`src/rtl/serial_adder_pkg.sv`:
```
// Shared FSM encoding and default operand width for the bit-serial adder.
package serial_adder_pkg;

    localparam int DEFAULT_WIDTH = 8;

    typedef enum logic [1:0] {
        IDLE = 2'd0,
        RUN  = 2'd1,
        DONE = 2'd2
    } state_t;

endpackage

```
`src/rtl/serial_adder8b_fa.sv`:
```
// One-bit combinational full adder used by the serial datapath.
module full_adder1b (
    input  logic a,
    input  logic b,
    input  logic cin,
    output logic s,
    output logic cout
);

    assign s    = a ^ b ^ cin;
    assign cout = (a & b) | (cin & (a ^ b));

endmodule

```
`src/rtl/serial_adder8b.sv`:
```
// Bit-serial adder: processes one bit pair per clock, LSB first.
// Define SERIAL_ADDER_SUB_EN to add a Sub input selecting A-B (borrow on Cout).
module serial_adder8b
    import serial_adder_pkg::*;
#(
    parameter int WIDTH = DEFAULT_WIDTH
) (
    input  logic             clk,
    input  logic             rst_n,
    input  logic             Start,
    input  logic [WIDTH-1:0] A,
    input  logic [WIDTH-1:0] B,
`ifdef SERIAL_ADDER_SUB_EN
    input  logic             Sub,
`endif
    output logic [WIDTH-1:0] S,
    output logic             Cout,
    output logic             Busy,
    output logic             Done
);

    localparam int CW = (WIDTH > 1) ? $clog2(WIDTH) : 1;

    state_t           state, state_nxt;
    logic [WIDTH-1:0] a_sh, b_sh;
    logic [WIDTH-2:0] r_sh;
    logic [WIDTH-1:0] r_nxt;
    logic [CW-1:0]    cnt;
    logic             carry;
    logic             sum_bit, carry_nxt;
    logic             accept, last;
    logic             cout_final;

`ifdef SERIAL_ADDER_SUB_EN
    logic sub_q;
    assign cout_final = carry_nxt ^ sub_q;
`else
    assign cout_final = carry_nxt;
`endif

    assign accept = (state != RUN) && Start;
    assign last   = (state == RUN) && (cnt == CW'(WIDTH - 1));
    assign r_nxt  = {sum_bit, r_sh};

    full_adder1b u_fa (
        .a    (a_sh[0]),
        .b    (b_sh[0]),
        .cin  (carry),
        .s    (sum_bit),
        .cout (carry_nxt)
    );

    always_ff @(posedge clk or negedge rst_n) begin
        if (!rst_n) state <= IDLE;
        else        state <= state_nxt;
    end

    always_comb begin
        state_nxt = state;
        case (state)
            IDLE:    if (Start) state_nxt = RUN;
            RUN:     if (last)  state_nxt = DONE;
            DONE:    state_nxt = Start ? RUN : IDLE;
            default: state_nxt = IDLE;
        endcase
    end

    assign Busy = (state == RUN);
    assign Done = (state == DONE);

    // Subtract is A + ~B + 1: B is inverted on load and the carry preset to 1.
    always_ff @(posedge clk or negedge rst_n) begin
        if (!rst_n) begin
            a_sh  <= '0;
            b_sh  <= '0;
            r_sh  <= '0;
            cnt   <= '0;
            carry <= 1'b0;
            S     <= '0;
            Cout  <= 1'b0;
`ifdef SERIAL_ADDER_SUB_EN
            sub_q <= 1'b0;
`endif
        end else if (accept) begin
            a_sh  <= A;
            cnt   <= '0;
`ifdef SERIAL_ADDER_SUB_EN
            b_sh  <= Sub ? ~B : B;
            carry <= Sub;
            sub_q <= Sub;
`else
            b_sh  <= B;
            carry <= 1'b0;
`endif
        end else if (state == RUN) begin
            a_sh  <= a_sh >> 1;
            b_sh  <= b_sh >> 1;
            r_sh  <= r_nxt[WIDTH-1:1];
            carry <= carry_nxt;
            cnt   <= cnt + 1'b1;
            if (last) begin
                S    <= r_nxt;
                Cout <= cout_final;
            end
        end
    end

endmodule

```
`config.mk`:
```
export PLATFORM = sky130hd
export DESIGN_NAME = serial_adder8b
export DESIGN_NICKNAME = d
export VERILOG_FILES = /design/src/rtl/serial_adder_pkg.sv /design/src/rtl/serial_adder8b_fa.sv /design/src/rtl/serial_adder8b.sv
export SDC_FILE = /design/constraint.sdc
export NUM_CORES = 1
export LEC_CHECK = 0
export CAP_MARGIN = 40
export CORE_ASPECT_RATIO = 1.25
export CORE_MARGIN = 3
export CORE_UTILIZATION = 52
export DETAILED_ROUTE_END_ITERATION = 12
export GPL_TIMING_DRIVEN = 0
export HOLD_SLACK_MARGIN = 0.05
export PLACE_DENSITY = 0.77
export SYNTH_ARGS = -nofsm -noshare
export SYNTH_HDL_FRONTEND = slang
export SYNTH_SLANG_ARGS = --single-unit
```
`constraint.sdc`:
```
create_clock -name clk -period 2.05 [get_ports clk]
set_input_delay 0.205 -clock clk [delete_from_list [all_inputs] [get_ports clk]]
set_output_delay 0.205 -clock clk [all_outputs]
set_load 0.02 [all_outputs]
```
=== Word-level counts from Yosys, hierarchy flattened ===
Index checks and enable logic that the tools add are counted.

* Bitwise logic cells: 6
* Add/subtract/negate cells: 1
* Equal/unequal tests: 6
* Reduce and logical (&&, ||, !) cells: 7
* Muxes and demuxes: 12

{| class="wikitable"
|+ Operators with widths
! kind !! number
|-
| 8-bit 2-to-1 mux || 4
|-
| 3-bit 2-to-1 mux || 2
|-
| 2-bit case mux with 3 select lines || 1
|-
| 2-bit 2-to-1 mux || 2
|-
| 2-bit by 1-bit != test with 1-bit output (second input constant) || 2
|-
| 2-bit AND reduction || 2
|-
| 3-bit by 1-bit adder with 3-bit output (second input constant) || 1
|-
| 3-bit equality test (second input constant) || 1
|-
| 1-bit 2-to-1 mux || 3
|-
| 3-bit AND reduction || 1
|-
| 1-bit bitwise AND || 2
|-
| 2-bit by 1-bit equality test with 1-bit output (second input constant) || 1
|-
| 2-bit equality test (second input constant) || 1
|-
| 1-bit logical AND || 2
|-
| 2-bit zero test || 1
|-
| 2-bit != test (second input constant) || 1
|-
| 2-bit nonzero test || 1
|-
| 1-bit bitwise XOR || 2
|-
| 1-bit inverter || 1
|-
| 1-bit bitwise OR || 1
|}

* Bits of input ports: 19
* Word-level logic and storage cells: 40
* Bits in registers: 38
* Output and inout bits: 11

=== Depth between registers and ports, before layout ===
* Depth after elaboration: 5
* Mapped depth: 5
* Gate-level depth less buffers: 4

=== Modules after synthesis ===
A second synthesis with hierarchy kept.

* Cells, all modules: 110
* Area total of the unflattened synthesis: 1799.2 µm²

{| class="wikitable"
|+ Modules (own cells, without submodules)
! module !! area each (µm²) !! cells an instance !! seq. area each (µm²) !! instances
|-
| serial_adder8b || 1779.2 || 109 || 950.9 || 1
|-
| full_adder1b || 20.0 || 1 || 0.0 || 1
|}

=== Worst setup path before layout ===
OpenSTA, ideal clock, no wires.

* Kind: reg2reg
* Start: reg cnt[0]
* End: reg Cout
* Path buffers: 1
* Clock period less this slack: 1475 ps
* Required time: 1925 ps
* Slack: 575 ps
* Arrival time: 1350 ps
* Library setup time: 125 ps
* Cell stages (with the launch flop): 6
* Cell sequence: dfrtp_1 > ha_1 > ha_1 > nand3b_1 > buf_2 > mux2_2

* Longest elaborated chain between the ends: 3

{| class="wikitable"
|+ Ends and longest elaborated chain
! item !! line !! RTL
|-
| start, declared || serial_adder8b.sv:28 || <nowiki>logic [CW-1:0] cnt;</nowiki>
|-
| start signal, assigned || serial_adder8b.sv:100 || <nowiki>cnt <= cnt + 1'b1;</nowiki>
|-
| 3-bit equality test || serial_adder8b.sv:42 || <nowiki>assign last = (state == RUN) && (cnt == CW'(WIDTH - 1));</nowiki>
|-
| 1-bit logical AND || serial_adder8b.sv:42 ||
|-
| 3-bit AND reduction (no source line) || - ||
|-
| end signal, assigned || serial_adder8b.sv:103 || <nowiki>Cout <= cout_final;</nowiki>
|-
| end, declared || serial_adder8b.sv:17 || <nowiki>output logic Cout,</nowiki>
|}

No other way between the ends.
A chain may end at the register's enable or synchronous reset.

=== Final worst setup path ===
* Start: reg cnt[0]
* End: reg S[1]

* Longest elaborated chain between the ends: 3

{| class="wikitable"
|+ Ends and longest elaborated chain
! item !! line !! RTL
|-
| 3-bit equality test || serial_adder8b.sv:42 ||
|-
| 1-bit logical AND || serial_adder8b.sv:42 ||
|-
| 3-bit AND reduction (no source line) || - ||
|-
| end signal, assigned || serial_adder8b.sv:102 || <nowiki>S <= r_nxt;</nowiki>
|-
| end, declared || serial_adder8b.sv:16 || <nowiki>output logic [WIDTH-1:0] S,</nowiki>
|}

No other way between the ends.

==> results.json <==
{
  "reg2regPathDepth": 5,
  "utilization_pct": 67.8,
  "drtAntennaViolNets": 0,
  "cts_buffers": 5,
  "multi_input_area_um2": 779,
  "layout-drive-gt1-share_pct": 40.1,
  "start_util_pct": 55.0,
  "min_period_ns": 1.68,
  "area_delta_synth_final_pct": 23.3,
  "path_clk_slew_ns": 0.07,
  "grt_util_all_layers_pct": 18.0,
  "slew_headroom_pct": 45.0,
  "syn_inst": 110,
  "drc_errors": 0,
  "grt_start_max_net_pins": 39,
  "clk_path_buf_depth": 2,
  "rsz0062_at_grt": "no",
  "crit_required_ns": 2.22,
  "clock-sinks": 38,
  "p_clk_share_pct": 14.6,
  "syn_avg_cell_area_um2": 16.4,
  "synth-edff-count": 0,
  "hold_path_class": "reg2reg",
  "crit_type": "reg2reg",
  "port_buffers": 29,
  "crit_path_end_kind": "register",
  "status": "completed",
  "drt_pass1_iterations": 4,
  "switching_share_pct": 30.9,
  "via_count": 985,
  "netlist.area_leader.share_pct": 52.7,
  "path_max_fanout": 10,
  "fp.coreArea_um2": 3280,
  "syn_nets": 132,
  "clockRootBuffer": "clkbuf_8",
  "antenna_found_initial": 0,
  "gp_congestion": 0.674,
  "p_switching_mw": 1.02,
  "yosys.area.top_type": "dfrtp_1",
  "place_hpwl_mm": 2.16,
  "seq_area_frac_synth_pct": 52.7,
  "wl_mm": 3.23,
  "nNetsFinal": 169,
  "die_width_um": 58.7,
  "worstMarginPinSlew_ns": 0.824,
  "hold_viol": 0,
  "viasPerCell": 5.35,
  "ys.flop_type": "dfrtp_1",
  "r2r_slack_ns": 0.37,
  "regArea_um2": 951,
  "antenna_cells": 0,
  "synthTopCellsByCount": "dfrtp_1 (38), mux2_4 (31), mux2_2 (16), buf_6 (5), nor2b_1 (4)",
  "rows": 23,
  "layout_setup_ws_ns": 0.375,
  "wire_per_inst_um": 17.5,
  "intPower_mw": 2.28,
  "seqPwrFrac_pct": 39.8,
  "grt-ovfl-total": 0,
  "fin_cells": 184,
  "grt_pass1_vias": 1131,
  "dp.cells": 176,
  "critPathLaunchType": "register",
  "skew_ns": 0.0107,
  "die_height_um": 71.8,
  "clock.fmax_mhz": 597,
  "maxSlewViolCount": 0,
  "ys_top_cells_by_area": "dfrtp_1 (53%), mux2_4 (26%), mux2_2 (10%)",
  "setup_viol": 0,
  "fillCellCount": 258,
  "grt_pass1_wl_mm": 5.58,
  "vdd_drop_max_uv": 1180,
  "fin_crit_sh_pct": 81.7,
  "hold_depth": 1,
  "insertion_delay_ns": 0.29,
  "dp_slack_ns": 0.384,
  "drt_iter0_drc": 29,
  "yosysWarnings": 0,
  "pwr-share-comb_pct": 45.7,
  "post_cts_buffers": 0,
  "power_density_nw_per_um2": 1490,
  "cts_tree": "yes",
  "synth.most_common_cell": "dfrtp_1",
  "whs_ns": 0.500,
  "h-tree-depth": 2,
  "maxCapViolations": 0,
  "die_area_um2": 4210,
  "ys_types": 14,
  "cp_data_arrival_time_ns": 1.84,
  "ioPinCount": 30,
  "synth-async-reset-ratio_pct": 100,
  "synth_area_um2": 1800,
  "ys_ff_latch": 38,
  "cellLeakagePower_nw": 1.06
}
power groups by stage:
stage | clock network, mW | logic (mW) | registers (mW)
detailed placement | 0 | 1.51 | 1.32
floorplan | 0 | 1.03 | 1.36
global route | 0.530 | 1.62 | 1.36
CTS | 0.494 | 1.53 | 1.32
finish | 0.481 | 1.51 | 1.31
global placement | 0 | 1.48 | 1.30
worst paths after layout:
check | from | end
worst max-delay path | cnt[0] | S[1]
worst min-delay path | cnt[0] | cnt[0]
worst max register to register | cnt[0] | S[1]
worst min register to register | cnt[0] | cnt[0]
max in group asynchronous | rst_n | cnt[1]
min in group asynchronous | rst_n | a_sh[4]
timing repair:
action                                  CTS  global route
hold buffers                              1             0
hold endpoints to repair                 38             0
gates resized for setup                   0             1
endpoints found under the setup margin    0             1
logic make-up after synthesis:
logic type	share of synthesized area [%]
multiplexers	37.5
AO/OA/AOI/OAI	0.347
flip-flops	52.7
AND/OR/NAND/NOR	2.91
buffers and inverters	4.02
adder cells (fa/ha/maj)	2.50
cell type report:
class / count / share of cell area [%]
sequential: 38 / 42.8
multi-input combinational: 63 / 35.1
timing repair buffer: 30 / 13.4
clock buffer: 7 / 3.43
buffer: 6 / 2.76
tap: 37 / 2.08
inverter: 3 / 0.506
worst max-delay path: stages, from the launching register on:
cell and delay [ns]:
dfrtp_1 0.40, ha_1 0.21, ha_1 0.21, nand3b_1 0.10
buf_2 0.26, mux2_2 0.37
sequential cells by signal, indices dropped and copies added (netlist names):
register	flops
cnt	3
Cout	1
a_sh	8
r_sh	7
b_sh	8
state	2
carry	1
S	8
per-layer routing:
| metal | vias to the layer above | routed length (µm) | GRT usage (%) | share of wire [%] |
|---|---|---|---|---|
| met4 | 0 | 46 | 6.80 | 1.4 |
| met2 | 24 | 1630 | 28.3 | 51 |
| met5 | - | 0 | 0 | 0 |
| met3 | 6 | 182 | 6.31 | 5.6 |
| met1 | 506 | 1360 | 22.7 | 42 |
| li1 | 449 | - | - | - |
metrics by stage:
step | TNS [ns] | power [mW] | instance area (µm²)
6_report | 0 | 3.31 | 2220
3_5_place_dp | 0 | 2.84 | 2130
4_1_cts | 0 | 3.34 | 2220
3_3_place_gp | -1.57 | 2.78 | 2140
2_1_floorplan | 0 | 2.39 | 1800
5_1_grt | 0 | 3.51 | 2220
layout by cell type, fill, tap and decap left out:
| master | count |
|---|---|
| mux2_2 | 16 |
| clkbuf_8 | 5 |
| fa_1 | 1 |
| mux2i_1 | 3 |
| nand3b_1 | 1 |
| dlymetal6s2s_1 | 1 |
| buf_6 | 5 |
| inv_1 | 3 |
| clkbuf_1 | 2 |
| mux2_4 | 31 |
| nor2b_1 | 4 |
| o22ai_1 | 1 |
| dfrtp_1 | 38 |
| nor2_1 | 2 |
| dlygate4sd3_1 | 1 |
| clkdlybuf4s50_1 | 27 |
| ha_1 | 2 |
| nand2b_1 | 2 |
| buf_2 | 2 |
(Power assumes the default switching activity.)
==> RTL edit, RTL diff (same flow settings) <==
The option `SERIAL_ADDER_SUB_EN` is turned on by a define.
--- a/src/rtl/serial_adder8b.sv
+++ b/src/rtl/serial_adder8b.sv
@@ -2,2 +2,4 @@
 // Define SERIAL_ADDER_SUB_EN to add a Sub input selecting A-B (borrow on Cout).
+`define SERIAL_ADDER_SUB_EN
+
 module serial_adder8b
Ports: changed (added Sub); port bits go from 30 to 31. No check against the original RTL was run, so the function may have changed too.
==> RTL edit against the original RTL <==
Sequential cell count rose by 1. Core utilization rose by 0.28 points. Combinational power is 21% lower. Total power decreased by 7.5%. Sequential share of layout area increased by 1.7 points. Final area down 1.4%. Register-to-register slack better by 0.16 ns. Setup slack got worse by 0.11 ns. Final cell count up 26%. Wire length grew 4.8%. Synthesized cell count increased by 44%. Synthesized area down 2.2%.
==> RTL edit: results (changes against the original RTL) <==
WHS Path Cells=3 (+2); worst r2r src=cnt[0]; Leak=1.09 nW (+2.3%); IO Port Bufs=28 (-3.4%); run status=finished clean; hold crit path type=in2reg; multi-input gates=107 (+70%); layout cells sized above 1=13.3% (-27 points); NonClk Buf Share=15.9% (-0.29 points); Reg2Reg Depth=5 (unchanged); vias in the first global route=1,303 (+15%); Regs by FF count=S (8), a_sh (8), b_sh (8); main flop type after synthesis=dfrtp_1; clock buffer count from CTS=5 (unchanged); syn_nets=181 (+37%); Worst slew margin=43.2% (-1.9 points); sw power=1.08 mW (+5.7%); Fillers=266 (+3.1%); largest net degree at the start of global routing=40 (+2.6%); worst path arrival time=1.58 ns (-0.26 ns); dpl ws=0.306 ns (-0.0783 ns); DRT iter0 DRCs=15 (-48%); reg2reg end=S[5]; FF/Latch Area=976 sq um (+2.6%); Nets=217 (+28%); Post-synth ARST share=100% (unchanged); antenna violations before repair=0 (unchanged); WHS Endpoint=sub_q; multi-input logic area=712 sq um (-8.7%); library cells used by synthesis=23 (+9); Max clock buf depth=2 (unchanged); Root Buffer=clkbuf_8; share of the synthesized area in the top cell type=55.4% (+2.6 points); crit path from=state[1]; Non-clk invs=3 (unchanged); largest vdd supply drop=0.816 mV (-31%); top cells by count, synth=nand2_1, dfrtp_1, o21ai_1; Worst Setup EP=Busy; Max Clock Skew=0.00422 ns (-0.00646 ns); Worst-path clk slew=0.07 ns (about the same); hold path startpoint=Sub; dpl hpwl=2430 microns (+12%); bufs w/o clock=38 (+5.6%); synth warn=0 (unchanged); first-pass GRT wire length=5860 microns (+4.9%); FMAX=560 MHz (-6.2%); Area contributors post-synth=dfrtp_1, mux2i_1, nand2_1; WL per Instance=14.6 microns (-17%); DR vias/cell=5.27 (-1.5%); clock buffers=8 (+1); Final GP Congestion=0.701 (+4.0%); Max FO, Critical Path=10 (unchanged); Skew-Pair Late Insertion Delay=0.29 ns (about the same); setup slack, reg-to-reg=0.53 ns (+0.16 ns); sequential element share of the synthesized area=55.4% (+2.6 points); CTS H-tree depth=2 (unchanged); gr usage total=18.8% (+0.78 points); clk cell area share=4.56% (+1.1 points); FF+latch count=39 (+2.6%)
## RTL edit: cell types whose count changed after synthesis, sizes merged, moves of 7 or more
cell   delta
nand2    +43
mux2     -39
o21ai    +20
mux2i    +14
xor2      +7
## RTL edit: what timing repair did
action | CTS | global route
hold endpoints to repair | 39 | 0
setup endpoints to repair | 1 | 0
resized for setup | 1 | 0
hold buffers | 1 | 0
buffers inserted | 0 | 0
## RTL edit: kinds of logic after synthesis
group / share of synthesized area (%)
adder cells (fa/ha/maj): 2.55
flip-flops: 55.4
multiplexers: 16.3
AO/OA/AOI/OAI: 6.32
XOR/XNOR: 4.47
buffers and inverters: 4.26
AND/OR/NAND/NOR: 10.8
## RTL edit: layer usage
metal  wire length (microns)  part of all wire, %  GRT usage [%]  up-vias
met5                       0                    0              0        -
met4                      61                  1.8           8.51        0
met3                     166                  4.9           5.29        8
met2                    1770                   52           31.8       30
met1                    1390                   41           21.7      594
li1                        -                    -              -      591
## RTL edit: stage by stage
stage / cell area, sq um / instances / TNS (ns) / hold WS (ns)
floorplan: 1760 / 158 / 0 / -0.0906
global placement: 2090 / 223 / -3.72 / 0.462
detailed placement: 2080 / 223 / 0 / 0.366
CTS: 2190 / 232 / 0 / 0.243
global route: 2190 / 232 / 0 / 0.280
finish: 2190 / 232 / 0 / 0.252
## RTL edit: power groups by stage
stage / Combinational [mW] / Clock, mW / Sequential (mW)
after floorplan: 0.731 / 0 / 1.36
after global placement: 1.17 / 0 / 1.29
after detailed placement: 1.22 / 0 / 1.32
after CTS: 1.21 / 0.589 / 1.30
after global routing: 1.34 / 0.614 / 1.34
final: 1.19 / 0.566 / 1.30
## RTL edit: worst max-delay path, stage by stage (launching register included)
cell and delay [ns]:
dfrtp_1 0.39, nand2b_1 0.21, inv_2 0.15, buf_4 0.19, dlygate4sd2_1 0.34
